## config.mk

```make
export PLATFORM = sky130hd
export DESIGN_NAME = fetch_sequencer_flat
export DESIGN_NICKNAME = d
export VERILOG_FILES = /design/src/rtl/fetch_sequencer_if.sv /design/src/rtl/fetch_sequencer.sv /design/src/flat_wrapper.sv
export SDC_FILE = /design/constraint.sdc
export NUM_CORES = 1
export LEC_CHECK = 0
export BUFFER_PORTS_ARGS = -buffer_cell sky130_fd_sc_hd__buf_2
export CORE_AREA = 2 2 39 41
export CTS_CLUSTER_SIZE = 12
export DETAILED_ROUTE_END_ITERATION = 6
export DIE_AREA = 0 0 41 43
export PLACE_DENSITY = 0.61
export SLEW_MARGIN = 40
export SYNTH_ARGS = -nofsm -noshare
export SYNTH_HDL_FRONTEND = slang
export SYNTH_SLANG_ARGS = --single-unit
```

## constraint.sdc

```tcl
create_clock -name clock -period 1.05 [get_ports clock]
set_input_delay 0.0525 -clock clock [delete_from_list [all_inputs] [get_ports clock]]
set_output_delay 0.0525 -clock clock [all_outputs]
set_load 0.05 [all_outputs]
```

## src/rtl/fetch_sequencer_if.sv

```systemverilog
// Handshake bundle between fetch_sequencer, its program-address counter and the fetch stage.
interface fetch_sequencer_if;
    logic       start;
    logic       stall;
    logic       branch_valid;
    logic [3:0] branch_target;
    logic       step_back;
    logic [3:0] count_in;
    logic [3:0] counter_value;
    logic [1:0] counter_op;
    logic       counter_enable;
    logic [3:0] fetch_addr;
    logic       fetch_valid;
    logic       busy;
    logic       done;

    modport master (
        input  start, stall, branch_valid, branch_target, step_back, count_in,
        output counter_value, counter_op, counter_enable, fetch_addr, fetch_valid, busy, done
    );

    modport slave (
        output start, stall, branch_valid, branch_target, step_back, count_in,
        input  counter_value, counter_op, counter_enable, fetch_addr, fetch_valid, busy, done
    );
endinterface

```

## src/rtl/fetch_sequencer.sv

```systemverilog
// Drives the 4-bit program-address counter through a fetch run from 0 to LAST_ADDR,
// handling stalls, branch redirects and single-step rewinds.
module fetch_sequencer #(
    parameter logic [3:0] LAST_ADDR = 4'd15
) (
    input  logic              clock,
    input  logic              reset,
    fetch_sequencer_if.master bus
);

    typedef enum logic [1:0] {
        IDLE = 2'd0,
        RUN  = 2'd1,
        DONE = 2'd2
    } state_t;

    localparam logic [1:0] OP_LOAD = 2'b00;
    localparam logic [1:0] OP_HOLD = 2'b01;
    localparam logic [1:0] OP_INC  = 2'b10;
    localparam logic [1:0] OP_DEC  = 2'b11;

    state_t state_q;
    state_t state_d;

    // Counter controls, handshake outputs and next state decoded from state and inputs.
    always_comb begin
        state_d            = state_q;
        bus.counter_enable = 1'b0;
        bus.counter_op     = OP_HOLD;
        bus.counter_value  = 4'd0;
        bus.fetch_valid    = 1'b0;
        bus.busy           = 1'b0;
        bus.done           = 1'b0;
        case (state_q)
            IDLE: begin
                if (bus.start) begin
                    state_d = RUN;
                end else begin
                    state_d = IDLE;
                end
            end
            RUN: begin
                bus.counter_enable = 1'b1;
                bus.busy           = 1'b1;
                if (bus.branch_valid) begin
                    bus.counter_op    = OP_LOAD;
                    bus.counter_value = bus.branch_target;
                end else if (bus.step_back) begin
                    // Rewinding from address 0 holds instead of wrapping to 15.
                    if (bus.count_in != 4'd0) begin
                        bus.counter_op    = OP_DEC;
                        bus.counter_value = bus.count_in;
                    end else begin
                        bus.counter_op    = OP_HOLD;
                    end
                end else if (bus.stall) begin
                    bus.fetch_valid = 1'b1;
                end else begin
                    bus.fetch_valid = 1'b1;
                    if (bus.count_in == LAST_ADDR) begin
                        state_d = DONE;
                    end else begin
                        bus.counter_op    = OP_INC;
                        bus.counter_value = bus.count_in;
                    end
                end
            end
            DONE: begin
                bus.counter_enable = 1'b1;
                bus.done           = 1'b1;
                if (bus.start) begin
                    state_d = IDLE;
                end else begin
                    state_d = DONE;
                end
            end
            default: begin
                state_d = IDLE;
            end
        endcase
    end

    assign bus.fetch_addr = bus.count_in;

    // State register; reset returns to IDLE without waiting for a clock edge.
    always_ff @(posedge clock or posedge reset) begin
        if (reset) begin
            state_q <= IDLE;
        end else begin
            state_q <= state_d;
        end
    end

endmodule
```

## src/flat_wrapper.sv

```systemverilog
// flat-port wrapper written by rule: the top's interface ports become plain ports
module fetch_sequencer_flat 
#(
    parameter logic [3:0] LAST_ADDR = 4'd15
)
  (clock, reset, bus_start, bus_stall, bus_branch_valid, bus_branch_target, bus_step_back, bus_count_in, bus_counter_value, bus_counter_op, bus_counter_enable, bus_fetch_addr, bus_fetch_valid, bus_busy, bus_done);
  fetch_sequencer_if bus_i ();
  input  logic clock;
  input  logic reset;
  input wire logic [$bits(bus_i.start)-1:0] bus_start;
  input wire logic [$bits(bus_i.stall)-1:0] bus_stall;
  input wire logic [$bits(bus_i.branch_valid)-1:0] bus_branch_valid;
  input wire logic [$bits(bus_i.branch_target)-1:0] bus_branch_target;
  input wire logic [$bits(bus_i.step_back)-1:0] bus_step_back;
  input wire logic [$bits(bus_i.count_in)-1:0] bus_count_in;
  output wire logic [$bits(bus_i.counter_value)-1:0] bus_counter_value;
  output wire logic [$bits(bus_i.counter_op)-1:0] bus_counter_op;
  output wire logic [$bits(bus_i.counter_enable)-1:0] bus_counter_enable;
  output wire logic [$bits(bus_i.fetch_addr)-1:0] bus_fetch_addr;
  output wire logic [$bits(bus_i.fetch_valid)-1:0] bus_fetch_valid;
  output wire logic [$bits(bus_i.busy)-1:0] bus_busy;
  output wire logic [$bits(bus_i.done)-1:0] bus_done;
  assign bus_i.start = bus_start;
  assign bus_i.stall = bus_stall;
  assign bus_i.branch_valid = bus_branch_valid;
  assign bus_i.branch_target = bus_branch_target;
  assign bus_i.step_back = bus_step_back;
  assign bus_i.count_in = bus_count_in;
  assign bus_counter_value = bus_i.counter_value;
  assign bus_counter_op = bus_i.counter_op;
  assign bus_counter_enable = bus_i.counter_enable;
  assign bus_fetch_addr = bus_i.fetch_addr;
  assign bus_fetch_valid = bus_i.fetch_valid;
  assign bus_busy = bus_i.busy;
  assign bus_done = bus_i.done;
  fetch_sequencer #(.LAST_ADDR(LAST_ADDR)) u_core (.clock(clock), .reset(reset), .bus(bus_i));
endmodule
```

==> metrics.log <==
INFO  metric critPathMaxFanout = 3
INFO  metric route.detailed.drc = 0
INFO  metric holdCritPathClass = primary input to flop
INFO  metric yosys.area_share.xor_xnor = 0%
INFO  metric synth_top_family_by_area = compound AO/OA/AOI/OAI gates
INFO  metric cpMostUsedCell = buf_6
INFO  metric crit_path_arrival_time = approximately 1300 ps
INFO  metric violation_count_after_the_first_detailed_route_iteration = 0
INFO  metric setup_repair_after_global_routing_missed_its_margin = true
INFO  metric worstSkewPairLatency = roughly 230 ps
INFO  metric setup.worst_path.end_class = output port
INFO  metric fin_area = 782.0 um^2
INFO  metric synth.mux.area_fraction = 17.71%
INFO  metric wl_per_cell = 11.90 um
INFO  metric place_ws = -238.5 ps
INFO  metric global_route_overflow = 0
INFO  metric crit_chain = ha_4 -> buf_4 -> buf_6 -> o21ai_2 -> buf_6
INFO  metric setup-violations-final = 12
INFO  metric first_global_vias = 423
INFO  metric timing.critical_path.slowest_cell_delay = 400 ps
INFO  metric tritoncts.num_buffers = 3
INFO  metric cp_num_buf_inv = 3
INFO  metric grt_pass1_wl = roughly 1.6 mm
INFO  metric timing.final.crit_period = around 1400 ps
INFO  metric syn_to_final_growth = 130.6%
INFO  metric yosys.cell_types.count = 19
INFO  metric yosys.area.top_type = mux2i_1
INFO  metric clock_path_buffers = 2
INFO  metric final.setup.tns = -2981 ps
INFO  metric layout_setup_ws = -321.2 ps
INFO  metric n_antenna_cell = 0
INFO  metric dp_hpwl = 782.1 um
INFO  metric post_synth_fa_ha_maj_area_fraction = 14.76%
INFO  metric vias = 448
INFO  metric die_x = 41 um
INFO  metric via_per_inst = 4.870
INFO  metric post_dp_cell_area = between 600 and 700 um^2
INFO  metric timing.critical_path.from = u_core.state_q[0]
INFO  metric placementRows = 14
INFO  metric largest-register = u_core.state_q
INFO  metric critical_path.reg2reg.startpoint = u_core.state_q[0]
INFO  metric grt_antenna_before_repair = 0
INFO  metric cts_num_sinks = 2
INFO  metric status = finished, violations left
INFO  metric synth-warning-count = 0
INFO  metric syn_nets = 56
INFO  metric ant_nets_after_route = 0
INFO  metric die_area = 1763 um^2
INFO  metric tritoncts = yes
INFO  metric grt_usage = 13.87%
INFO  metric largestRegisters = u_core.state_q (2)
INFO  metric drt_pre_antenna_iters = 1
INFO  metric synth_cells = 38
INFO  metric port-buffer-count = 27
INFO  metric portion_of_the_clock_cycle_consumed_by_the_worst_path_in_the_final_layout = 130.6%
INFO  metric worstSetupStartpointType = flop
INFO  metric failed_checks = setup timing
INFO  metric p_total = 2.054 mW
INFO  metric drv_slew = 0
INFO  metric synth_sequential_area_ratio = 14.76%
INFO  metric drive_gt1_share = 76.32%
INFO  metric critPathRequiredTime = 1000 ps
INFO  metric postRouteWirelength = 1.095 mm
INFO  metric p_per_area = approximately 2600 nW/um^2
INFO  metric skew = 3.774 ps
INFO  metric crit_path_top_delay_cell = dfrtp_1
INFO  metric initial_utilization = 24.50%
INFO  metric core-area = 1384 um^2
INFO  metric finalWeightedCongestion = 0.6038
INFO  metric critical-path-top-delay-family = buffers and inverters
INFO  metric post_synth.cell_area_avg = ~8.9 um^2
INFO  metric holdCritStartpoint = bus_start
INFO  metric root_cell_of_the_clock_tree = clkbuf_4
INFO  metric worstMarginPinSlew = 505.5 ps
INFO  metric clk_transition_reported_paths = 30 ps
INFO  metric synth_simple_gate_area_share = roughly 17%
INFO  metric synthTopCellsByArea = mux2i_1 18%, dfrtp_1 15%, ha_1 15%
INFO  metric cp_class = flop to output port
INFO  metric grt_start_max_net_pins = 7
INFO  metric report.final.hold_viol_count = 0
INFO  metric vdd_ir_drop_max = ~0.0017 V
INFO  metric cap_violations = 0
INFO  metric fmax = 0.7293 GHz
INFO  metric synth_compound_area_share = 21.03%
INFO  metric nFillCells = 122
INFO  metric largest_register_ff_count = 2
INFO  metric cellLeakagePower = between 0.3 and 0.4 nW
INFO  metric synth-seq-cells = 2
INFO  metric max-slew-margin-rel = roughly 66%
INFO  metric die_height = 43 um
INFO  metric nNetsFinal = 96
INFO  metric clock_tree.htree_level_count = 1
INFO  metric syn_area = 339.1 um^2
INFO  metric io_pins = 28
INFO  metric synth_top_area_share = 17.71%
[cells by family after synthesis]
kind of cell,after synthesis
AND/OR/NAND/NOR,11
buffers and inverters,9
adder cells (fa/ha/maj),4
flip-flops,2
multiplexers,6
AO/OA/AOI/OAI,6
[Yosys cell counts]
| master | number |
|---|---|
| buf_4 | 4 |
| nor3_1 | 1 |
| mux2i_1 | 6 |
| ha_1 | 4 |
| a21oi_1 | 1 |
| a41oi_2 | 1 |
| nand3b_1 | 1 |
| inv_1 | 4 |
| o21ai_0 | 1 |
| dfrtp_1 | 2 |
| nand4_1 | 1 |
| nor2b_1 | 1 |
| nor2_1 | 5 |
| nor3b_1 | 1 |
| buf_2 | 1 |
| o31ai_1 | 1 |
| a2111oi_1 | 1 |
| o41ai_4 | 1 |
| nor4_1 | 1 |
[per-layer routing]
layer	share of wire (%)	global-route usage (%)	vias up
met3	9.4	3.141	2
met2	60	24.38	23
li1	-	-	214
met4	2.0	10.00	0
met1	29	12.58	209
met5	0	0	-
[layout by cell type, fill, tap and decap left out, drive strengths merged]
| cell | Yosys | final |
|---|---|---|
| buf | 5 | 39 |
| mux2i | 6 | 6 |
| nor2 | 5 | 5 |
| inv | 4 | 4 |
| ha | 4 | 4 |
| clkbuf | 0 | 3 |
| dfrtp | 2 | 2 |
| nor3b | 1 | 1 |
| a21oi | 1 | 1 |
| nand4 | 1 | 1 |
| o41ai | 1 | 1 |
| nand3b | 1 | 1 |
| a41oi | 1 | 1 |
| o31ai | 1 | 1 |
| nor2b | 1 | 1 |
| o21ai | 1 | 1 |
| nor3 | 1 | 1 |
| nor4 | 1 | 1 |
| a2111oi | 1 | 1 |
| dlygate4sd3 | 0 | 1 |
[where the power goes]
part	leakage [nW]	switching, mW	total (mW)	internal, mW
logic	0.323	0.986	1.73	0.739
registers	0.0257	0.0335	0.148	0.115
clock network	0.0138	0.0541	0.181	0.127
[per-stage QoR]
stage	utilization [%]	hold WS (ps)	cells
final	56.51	123.2	92
after global routing	56.51	143.6	92
after CTS	54.16	116.9	91
after detailed placement	45.03	-95.94	88
after global placement	45.03	-95.23	88
after floorplan	-	-206.3	38
[final cells by class]
cell class              count  area [um^2]  area share (%)
flip-flops and latches      2        50.05           6.400
well taps                  16        20.02           2.560
inverters                   4        20.02           2.560
clock buffers               3        22.52           2.880
repair buffers             40        324.1           41.44
multi-input cells          27        345.3           44.16
[worst register-to-register path: stages (launching register included)]
cell and delay [ps]:
dfrtp_1 390, buf_4 170, inv_4 50, ha_4 160, nor3b_2 150, a21oi_1 130
mux2i_1 90
[path summary, 6_finish.rpt]
kind,endpoint,slack (ps),depth (start not counted)
hold reg to reg,u_core.state_q[1],680,3
max in group asynchronous,u_core.state_q[0],730,3
hold / removal,u_core.state_q[0],120,3
min in group asynchronous,u_core.state_q[1],210,3
setup reg to reg,u_core.state_q[1],-200,6
setup / recovery,bus_counter_op[0],-320,5
[timing repair]
action / in CTS / in global routing
setup endpoints to repair: 12 / 12
pin swaps: 4 / 1
setup buffers: 0 / 1
hold endpoints to repair: 2 / 0
hold buffers: 1 / 0
cloned: 0 / 0
gates resized for setup: 29 / 7
Note: power is estimated with default switching activity, not from simulation.
